--- src/rtl/ddr_axi_arbiter.sv ---
// ddr_axi_arbiter: shares one DDR AXI4 port between cache and DMA.
// Read and write channels arbitrate independently, burst-locked, round-robin.
`ifndef DDR_ADDR_W
`define DDR_ADDR_W 32
`endif
`ifndef MIG_BUS_W
`define MIG_BUS_W 32
`endif

module ddr_axi_arbiter #(
  parameter int ADDR_W = `DDR_ADDR_W,
  parameter int DATA_W = `MIG_BUS_W,
  parameter int ID_W   = 1
) (
  input  logic                    clk,
  input  logic                    rst,
  // slave-side write address
  input  logic [2*ID_W-1:0]       s_axi_awid,
  input  logic [2*ADDR_W-1:0]     s_axi_awaddr,
  input  logic [15:0]             s_axi_awlen,
  input  logic [5:0]              s_axi_awsize,
  input  logic [3:0]              s_axi_awburst,
  input  logic [1:0]              s_axi_awlock,
  input  logic [7:0]              s_axi_awcache,
  input  logic [5:0]              s_axi_awprot,
  input  logic [7:0]              s_axi_awqos,
  input  logic [1:0]              s_axi_awvalid,
  output logic [1:0]              s_axi_awready,
  // slave-side write data
  input  logic [2*DATA_W-1:0]     s_axi_wdata,
  input  logic [2*(DATA_W/8)-1:0] s_axi_wstrb,
  input  logic [1:0]              s_axi_wlast,
  input  logic [1:0]              s_axi_wvalid,
  output logic [1:0]              s_axi_wready,
  // slave-side write response
  output logic [3:0]              s_axi_bresp,
  output logic [1:0]              s_axi_bvalid,
  input  logic [1:0]              s_axi_bready,
  // slave-side read address
  input  logic [2*ID_W-1:0]       s_axi_arid,
  input  logic [2*ADDR_W-1:0]     s_axi_araddr,
  input  logic [15:0]             s_axi_arlen,
  input  logic [5:0]              s_axi_arsize,
  input  logic [3:0]              s_axi_arburst,
  input  logic [1:0]              s_axi_arlock,
  input  logic [7:0]              s_axi_arcache,
  input  logic [5:0]              s_axi_arprot,
  input  logic [7:0]              s_axi_arqos,
  input  logic [1:0]              s_axi_arvalid,
  output logic [1:0]              s_axi_arready,
  // slave-side read data
  output logic [2*DATA_W-1:0]     s_axi_rdata,
  output logic [3:0]              s_axi_rresp,
  output logic [1:0]              s_axi_rlast,
  output logic [1:0]              s_axi_rvalid,
  input  logic [1:0]              s_axi_rready,
  // DDR-side write address
  output logic [ID_W-1:0]         m_axi_awid,
  output logic [ADDR_W-1:0]       m_axi_awaddr,
  output logic [7:0]              m_axi_awlen,
  output logic [2:0]              m_axi_awsize,
  output logic [1:0]              m_axi_awburst,
  output logic                    m_axi_awlock,
  output logic [3:0]              m_axi_awcache,
  output logic [2:0]              m_axi_awprot,
  output logic [3:0]              m_axi_awqos,
  output logic                    m_axi_awvalid,
  input  logic                    m_axi_awready,
  // DDR-side write data
  output logic [DATA_W-1:0]       m_axi_wdata,
  output logic [DATA_W/8-1:0]     m_axi_wstrb,
  output logic                    m_axi_wlast,
  output logic                    m_axi_wvalid,
  input  logic                    m_axi_wready,
  // DDR-side write response
  input  logic [1:0]              m_axi_bresp,
  input  logic                    m_axi_bvalid,
  output logic                    m_axi_bready,
  // DDR-side read address
  output logic [ID_W-1:0]         m_axi_arid,
  output logic [ADDR_W-1:0]       m_axi_araddr,
  output logic [7:0]              m_axi_arlen,
  output logic [2:0]              m_axi_arsize,
  output logic [1:0]              m_axi_arburst,
  output logic                    m_axi_arlock,
  output logic [3:0]              m_axi_arcache,
  output logic [2:0]              m_axi_arprot,
  output logic [3:0]              m_axi_arqos,
  output logic                    m_axi_arvalid,
  input  logic                    m_axi_arready,
  // DDR-side read data
  input  logic [DATA_W-1:0]       m_axi_rdata,
  input  logic [1:0]              m_axi_rresp,
  input  logic                    m_axi_rlast,
  input  logic                    m_axi_rvalid,
  output logic                    m_axi_rready
);

  localparam int SW = DATA_W / 8;

  typedef enum logic [1:0] {
    R_IDLE,
    R_ADDR,
    R_DATA
  } r_state_t;

  typedef enum logic [1:0] {
    W_IDLE,
    W_ADDR,
    W_DATA,
    W_RESP
  } w_state_t;

  r_state_t r_st, r_nxt;
  w_state_t w_st, w_nxt;
  logic     rgnt, rgnt_nxt, rprio, rprio_nxt;
  logic     wgnt, wgnt_nxt, wprio, wprio_nxt;
  int       ri, wi;

  assign ri = int'(rgnt);
  assign wi = int'(wgnt);

  assign m_axi_arid    = s_axi_arid[ri*ID_W +: ID_W];
  assign m_axi_araddr  = s_axi_araddr[ri*ADDR_W +: ADDR_W];
  assign m_axi_arlen   = s_axi_arlen[ri*8 +: 8];
  assign m_axi_arsize  = s_axi_arsize[ri*3 +: 3];
  assign m_axi_arburst = s_axi_arburst[ri*2 +: 2];
  assign m_axi_arlock  = s_axi_arlock[ri];
  assign m_axi_arcache = s_axi_arcache[ri*4 +: 4];
  assign m_axi_arprot  = s_axi_arprot[ri*3 +: 3];
  assign m_axi_arqos   = s_axi_arqos[ri*4 +: 4];

  assign m_axi_awid    = s_axi_awid[wi*ID_W +: ID_W];
  assign m_axi_awaddr  = s_axi_awaddr[wi*ADDR_W +: ADDR_W];
  assign m_axi_awlen   = s_axi_awlen[wi*8 +: 8];
  assign m_axi_awsize  = s_axi_awsize[wi*3 +: 3];
  assign m_axi_awburst = s_axi_awburst[wi*2 +: 2];
  assign m_axi_awlock  = s_axi_awlock[wi];
  assign m_axi_awcache = s_axi_awcache[wi*4 +: 4];
  assign m_axi_awprot  = s_axi_awprot[wi*3 +: 3];
  assign m_axi_awqos   = s_axi_awqos[wi*4 +: 4];

  assign m_axi_wdata = s_axi_wdata[wi*DATA_W +: DATA_W];
  assign m_axi_wstrb = s_axi_wstrb[wi*SW +: SW];
  assign m_axi_wlast = s_axi_wlast[wi];

  assign s_axi_rdata = {2{m_axi_rdata}};
  assign s_axi_rresp = {2{m_axi_rresp}};
  assign s_axi_rlast = {2{m_axi_rlast}};
  assign s_axi_bresp = {2{m_axi_bresp}};

  // read channel: grant, address forward, then burst data routing
  always_comb begin
    r_nxt         = r_st;
    rgnt_nxt      = rgnt;
    rprio_nxt     = rprio;
    m_axi_arvalid = 1'b0;
    m_axi_rready  = 1'b0;
    s_axi_arready = 2'b00;
    s_axi_rvalid  = 2'b00;
    unique case (r_st)
      R_IDLE: begin
        if (|s_axi_arvalid) begin
          rgnt_nxt = (&s_axi_arvalid) ? rprio : s_axi_arvalid[1];
          r_nxt    = R_ADDR;
        end
      end
      R_ADDR: begin
        m_axi_arvalid       = s_axi_arvalid[rgnt];
        s_axi_arready[rgnt] = m_axi_arready;
        if (s_axi_arvalid[rgnt] && m_axi_arready)
          r_nxt = R_DATA;
      end
      R_DATA: begin
        m_axi_rready       = s_axi_rready[rgnt];
        s_axi_rvalid[rgnt] = m_axi_rvalid;
        if (m_axi_rvalid && s_axi_rready[rgnt] && m_axi_rlast) begin
          r_nxt     = R_IDLE;
          rprio_nxt = ~rgnt;
        end
      end
      default: r_nxt = R_IDLE;
    endcase
  end

  // read channel state register
  always_ff @(posedge clk) begin
    if (rst) begin
      r_st  <= R_IDLE;
      rgnt  <= 1'b0;
      rprio <= 1'b0;
    end else begin
      r_st  <= r_nxt;
      rgnt  <= rgnt_nxt;
      rprio <= rprio_nxt;
    end
  end

  // write channel: grant, address, gated data, then response routing
  always_comb begin
    w_nxt         = w_st;
    wgnt_nxt      = wgnt;
    wprio_nxt     = wprio;
    m_axi_awvalid = 1'b0;
    m_axi_wvalid  = 1'b0;
    m_axi_bready  = 1'b0;
    s_axi_awready = 2'b00;
    s_axi_wready  = 2'b00;
    s_axi_bvalid  = 2'b00;
    unique case (w_st)
      W_IDLE: begin
        if (|s_axi_awvalid) begin
          wgnt_nxt = (&s_axi_awvalid) ? wprio : s_axi_awvalid[1];
          w_nxt    = W_ADDR;
        end
      end
      W_ADDR: begin
        m_axi_awvalid       = s_axi_awvalid[wgnt];
        s_axi_awready[wgnt] = m_axi_awready;
        if (s_axi_awvalid[wgnt] && m_axi_awready)
          w_nxt = W_DATA;
      end
      W_DATA: begin
        m_axi_wvalid       = s_axi_wvalid[wgnt];
        s_axi_wready[wgnt] = m_axi_wready;
        if (s_axi_wvalid[wgnt] && m_axi_wready && s_axi_wlast[wgnt])
          w_nxt = W_RESP;
      end
      W_RESP: begin
        m_axi_bready       = s_axi_bready[wgnt];
        s_axi_bvalid[wgnt] = m_axi_bvalid;
        if (m_axi_bvalid && s_axi_bready[wgnt]) begin
          w_nxt     = W_IDLE;
          wprio_nxt = ~wgnt;
        end
      end
      default: w_nxt = W_IDLE;
    endcase
  end

  // write channel state register
  always_ff @(posedge clk) begin
    if (rst) begin
      w_st  <= W_IDLE;
      wgnt  <= 1'b0;
      wprio <= 1'b0;
    end else begin
      w_st  <= w_nxt;
      wgnt  <= wgnt_nxt;
      wprio <= wprio_nxt;
    end
  end

endmodule

--- config.mk ---
export PLATFORM = sky130hd
export DESIGN_NAME = ddr_axi_arbiter
export DESIGN_NICKNAME = d
export VERILOG_FILES = /design/src/rtl/ddr_axi_arbiter.sv
export SDC_FILE = /design/constraint.sdc
export NUM_CORES = 1
export LEC_CHECK = 0
export CAP_MARGIN = 5
export CORE_AREA = 2 2 232 234
export CTS_CLUSTER_SIZE = 16
export DETAILED_ROUTE_END_ITERATION = 8
export DIE_AREA = 0 0 234 236
export PLACE_DENSITY = 0.36
export SLEW_MARGIN = 30
export SYNTH_ARGS = -nofsm -noshare
export SYNTH_HDL_FRONTEND = slang
export SYNTH_SLANG_ARGS = --single-unit
--- constraint.sdc ---
create_clock -name clk -period 1.76 [get_ports clk]
set_input_delay 0.264 -clock clk [delete_from_list [all_inputs] [get_ports clk]]
set_output_delay 0.264 -clock clk [all_outputs]
set_load 0.005 [all_outputs]
==> summary by stage <==
Status
The flow ran to the end, but the final reports show violations. The final reports fail on negative setup slack.

Placement
The final weighted congestion in routability-driven placement is 0.673. The total half-perimeter wirelength after legalization and detailed placement is 17,400 um. The port buffer count is 493.

Global routing
The pin count of the biggest net entering global routing is 19. The met2 global-route usage is 14.7%. The via count of the first global-routing pass is 4,877. The fraction of met3 tracks used by global routing is 3.01%.

The global routing stage identified its most utilized layer as met2. The first global-routing pass estimated 29,300 um of wire. In the global route stage, overall resource usage came out at 7.30%.

The global-route met1 utilization is 6.61%. The number of antenna violations at the first check in global routing came to 1. The overall overflow remaining after global route is 0.

STA
Clock skew on the completed layout was measured at 0.233 ps. The smallest setup slack after layout is -136 ps. The final worst-path cycle share is 108%. Across all hold checks on the routed design, the worst slack comes to 528 ps. The worst max-slew margin expressed relative to the limit is 77.7%. The final-report max-slew violation count was 0. Setup repair after global routing could not meet its margin everywhere. At the pin with the least slew margin, the transition time is 335 ps. Timing would allow up to 527 MHz.

Setup violations remaining at the end of the flow were counted as 44. The minimum clock period after layout is 1900 ps. The hold violation count in the final report is 0.

Power
For this design the total switching power over the nets is 1420 uW. The clock network is responsible for 9.7% of the overall power. The analysis attributes to cell leakage a power of 0.00406 uW. The combinational power share is 84.1%. In this run the power density over the cells is 474 nW/um^2.

The worst-case vdd ir drop is 198 uV. The switching part of the total is 31.3%. The internal power consumption is 3120 uW. After layout, the design draws a total of 4540 uW. The power share of the sequential group is 6.2%.

Drt
The first detailed-routing pass took 3 iterations. The routed via count divided by cell count is 2.98. The DRC violation total after the first TritonRoute iteration is 50. The average wire per cell in the routed design is 14.5 um. The total DRC errors in the routed layout is 0. The sum of routed wire length over all layers is 22,400 um. The detailed-route via count is 4,601. The remaining number of nets flagged by the antenna check after routing is 0.

Synth
The mean cell area of the mapped netlist is 9.17 um^2. Of the synthesized area, sequential elements account for 5.29%. The number of nets in the synthesized netlist is 694. The number of distinct library cells after synthesis is 32.

During synthesis, Yosys emitted a total of 0 warnings. The summed instance area of the synthesized netlist is 3030 um^2. Synthesis inferred 8 register bits. The synthesized instance count is 330.

Setup path
The data arrival time of the critical path is 1630 ps. The worst setup path is launched from a register. Setup slack on the worst reg-to-reg path comes out at -80 ps. For the worst setup path, the data required time is 1500 ps. Measured in cells, the most critical reg-to-reg path has a length of 7. By startpoint and endpoint, the worst setup path is classified as reg2out. The worst register-to-register path ends at w_st[1]$_SDFFE_PP0P_.

The endpoint class of the critical path is an output pin. The startpoint identified for the worst register-to-register timing path is wgnt$_SDFFE_PP0P_. Of all nets on the critical path, the largest fanout is 5.

CTS
Buffers inserted to repair hold after CTS numbered 0. CTS built an H-tree with a depth of 1. Clock-pin slew was measured on the worst setup and hold paths at 40 ps. The clock reaches the later pin of the worst-skew pair after 250 ps. Counting every sink on the clock net gives 8. Buffers inserted during clock tree synthesis total 3. The root buffer selected by CTS is clkbuf_16. The clock tree from TritonCTS is yes. In this run the deepest clock path goes through 2 buffers.

Layout
The final antenna diode count is 0. In the final layout, the multi-input gates occupy 2540 um^2. The net count of the finished layout is 1,214.

Across the whole layout, storage elements account for 170 um^2. The filler cells instantiated in the layout total 5,926. The area growth from synthesis to layout is 217%. The post-route netlist has 50.3% of its cells at a drive strength greater than 1.

Floorplanning
The initialized floorplan defines 85 standard-cell rows. The number of placed I/O pins is 602. The starting utilization of the core area is 5.70%. The die area is 55,200 um^2. In this run the horizontal extent of the chip is 234 um. The core region is 53,100 um^2. Measured along the y axis, the die boundary spans 236 um.

Min path
The number of cells on the worst hold path is 0. The type of the most critical hold path is in2out. For hold timing, the worst endpoint is s_axi_rdata[17]. The worst hold path begins at m_axi_rdata[17].

Run
Across the run, the number of max-cap violations was 0.
-- what timing repair did --
item / 4_1_cts / 5_1_grt
setup endpoints to repair: 170 / 154
setup buffers: 47 / 36
resized for setup: 389 / 297
gates cloned: 8 / 2
pin swaps: 0 / 2
-- how the worst max path moves through the flow --
stage                            startpoint          endpoint  slack (ps)  cells after the start
final                     wgnt$_SDFFE_PP0P_   m_axi_wdata[30]        -140                      6
after global routing      wgnt$_SDFFE_PP0P_   m_axi_wdata[30]        -200                      6
after CTS                 wgnt$_SDFFE_PP0P_    m_axi_awqos[0]        -260                      4
after detailed placement   s_axi_awvalid[1]     m_axi_awvalid        -320                      5
after global placement     s_axi_awvalid[1]     m_axi_awvalid        -390                      5
after floorplan           wgnt$_SDFFE_PP0P_  m_axi_awaddr[27]         290                      4
-- logic make-up after synthesis --
family,Yosys count,share of synthesized area (%)
AND/OR/NAND/NOR,46,7.81
multiplexers,160,59.2
buffers and inverters,98,22.2
adder cells (fa/ha/maj),4,1.65
flip-flops,8,5.29
AO/OA/AOI/OAI,14,3.84
-- power groups by stage --
stage | Combinational [uW] | Clock [uW] | Sequential, uW
after global routing | 4090 | 479 | 287
after detailed placement | 3060 | 0 | 280
final | 3820 | 439 | 282
after global placement | 3080 | 0 | 281
after CTS | 3600 | 476 | 281
after floorplan | 1200 | 0 | 248
-- stage by stage --
step	instances	util (%)	setup slack, ps	setup TNS [ps]	cell area [um^2]
global route	1545	18.1	-200	-5150	9590
detailed placement	1453	15.9	-323	-4070	8440
global placement	1453	15.9	-391	-3800	8440
CTS	1512	17.5	-255	-12840	9280
floorplan	330	-	286	0	3030
finish	1545	18.1	-136	-2510	9590
-- cell usage in the layout, fill, tap and decap left out, types with 10 or more instances in the layout --
cell,instances
clkdlybuf4s50_1,323
buf_12,15
buf_6,70
buf_4,48
buf_2,11
mux2_4,66
mux2_2,87
dlygate4sd2_1,12
clkbuf_2,88
dlymetal6s2s_1,14
nor2_1,10
-- routing by layer --
layer  vias up  wire, um
met5         -        17
met4         2       435
met3        27      2620
met2       358     12200
met1      2067      7120
li1       2147         -
-- area by class of cell --
| class | count | area share (%) |
|---|---|---|
| clock buffers | 4 | 0.822 |
| inverters | 4 | 0.157 |
| multi-input cells | 224 | 26.4 |
| flip-flops and latches | 8 | 1.77 |
| well taps | 696 | 9.08 |
| repair buffers | 609 | 61.7 |
-- state kept, by name, indices dropped and copies added (netlist names) --
name	flops
rprio	1
wprio	1
wgnt	1
rgnt	1
r_st	2
w_st	2
-- worst max-delay path, cell delays in order, from the launching register on --
cell and delay (ps):
dfxtp_4 370, buf_12 140, buf_12 130, buf_4 110, buf_6 90, mux2_2 330
clkdlybuf4s15_1 210
-- Yosys cell counts, drive strengths merged --
| cell | instances | share of area [%] |
|---|---|---|
| or3 | 1 | 0.21 |
| nor2 | 11 | 1.4 |
| a2111oi | 1 | 0.91 |
| o211ai | 1 | 0.25 |
| nand4 | 1 | 0.21 |
| mux2 | 153 | 57 |
| nor3 | 3 | 0.50 |
| nand2 | 9 | 1.1 |
| and2 | 1 | 0.21 |
| a32oi | 2 | 0.58 |
| a21oi | 3 | 0.50 |
| nor4 | 1 | 0.21 |
| o21ai | 2 | 0.33 |
| ha | 4 | 1.7 |
| a31oi | 1 | 0.21 |
| buf | 94 | 22 |
| a41oi | 1 | 0.29 |
| a2bb2oi | 1 | 0.29 |
| and3b | 1 | 0.29 |
| nor3b | 1 | 0.25 |
| o21a | 1 | 0.25 |
| dfxtp | 8 | 5.3 |
| nand3 | 1 | 0.17 |
| o21bai | 1 | 0.25 |
| inv | 4 | 0.50 |
| nor2b | 5 | 1.0 |
| nand2b | 6 | 1.2 |
| and3 | 5 | 1.0 |
| mux2i | 7 | 2.3 |
No activity file was read; power rests on OpenSTA's default activity.
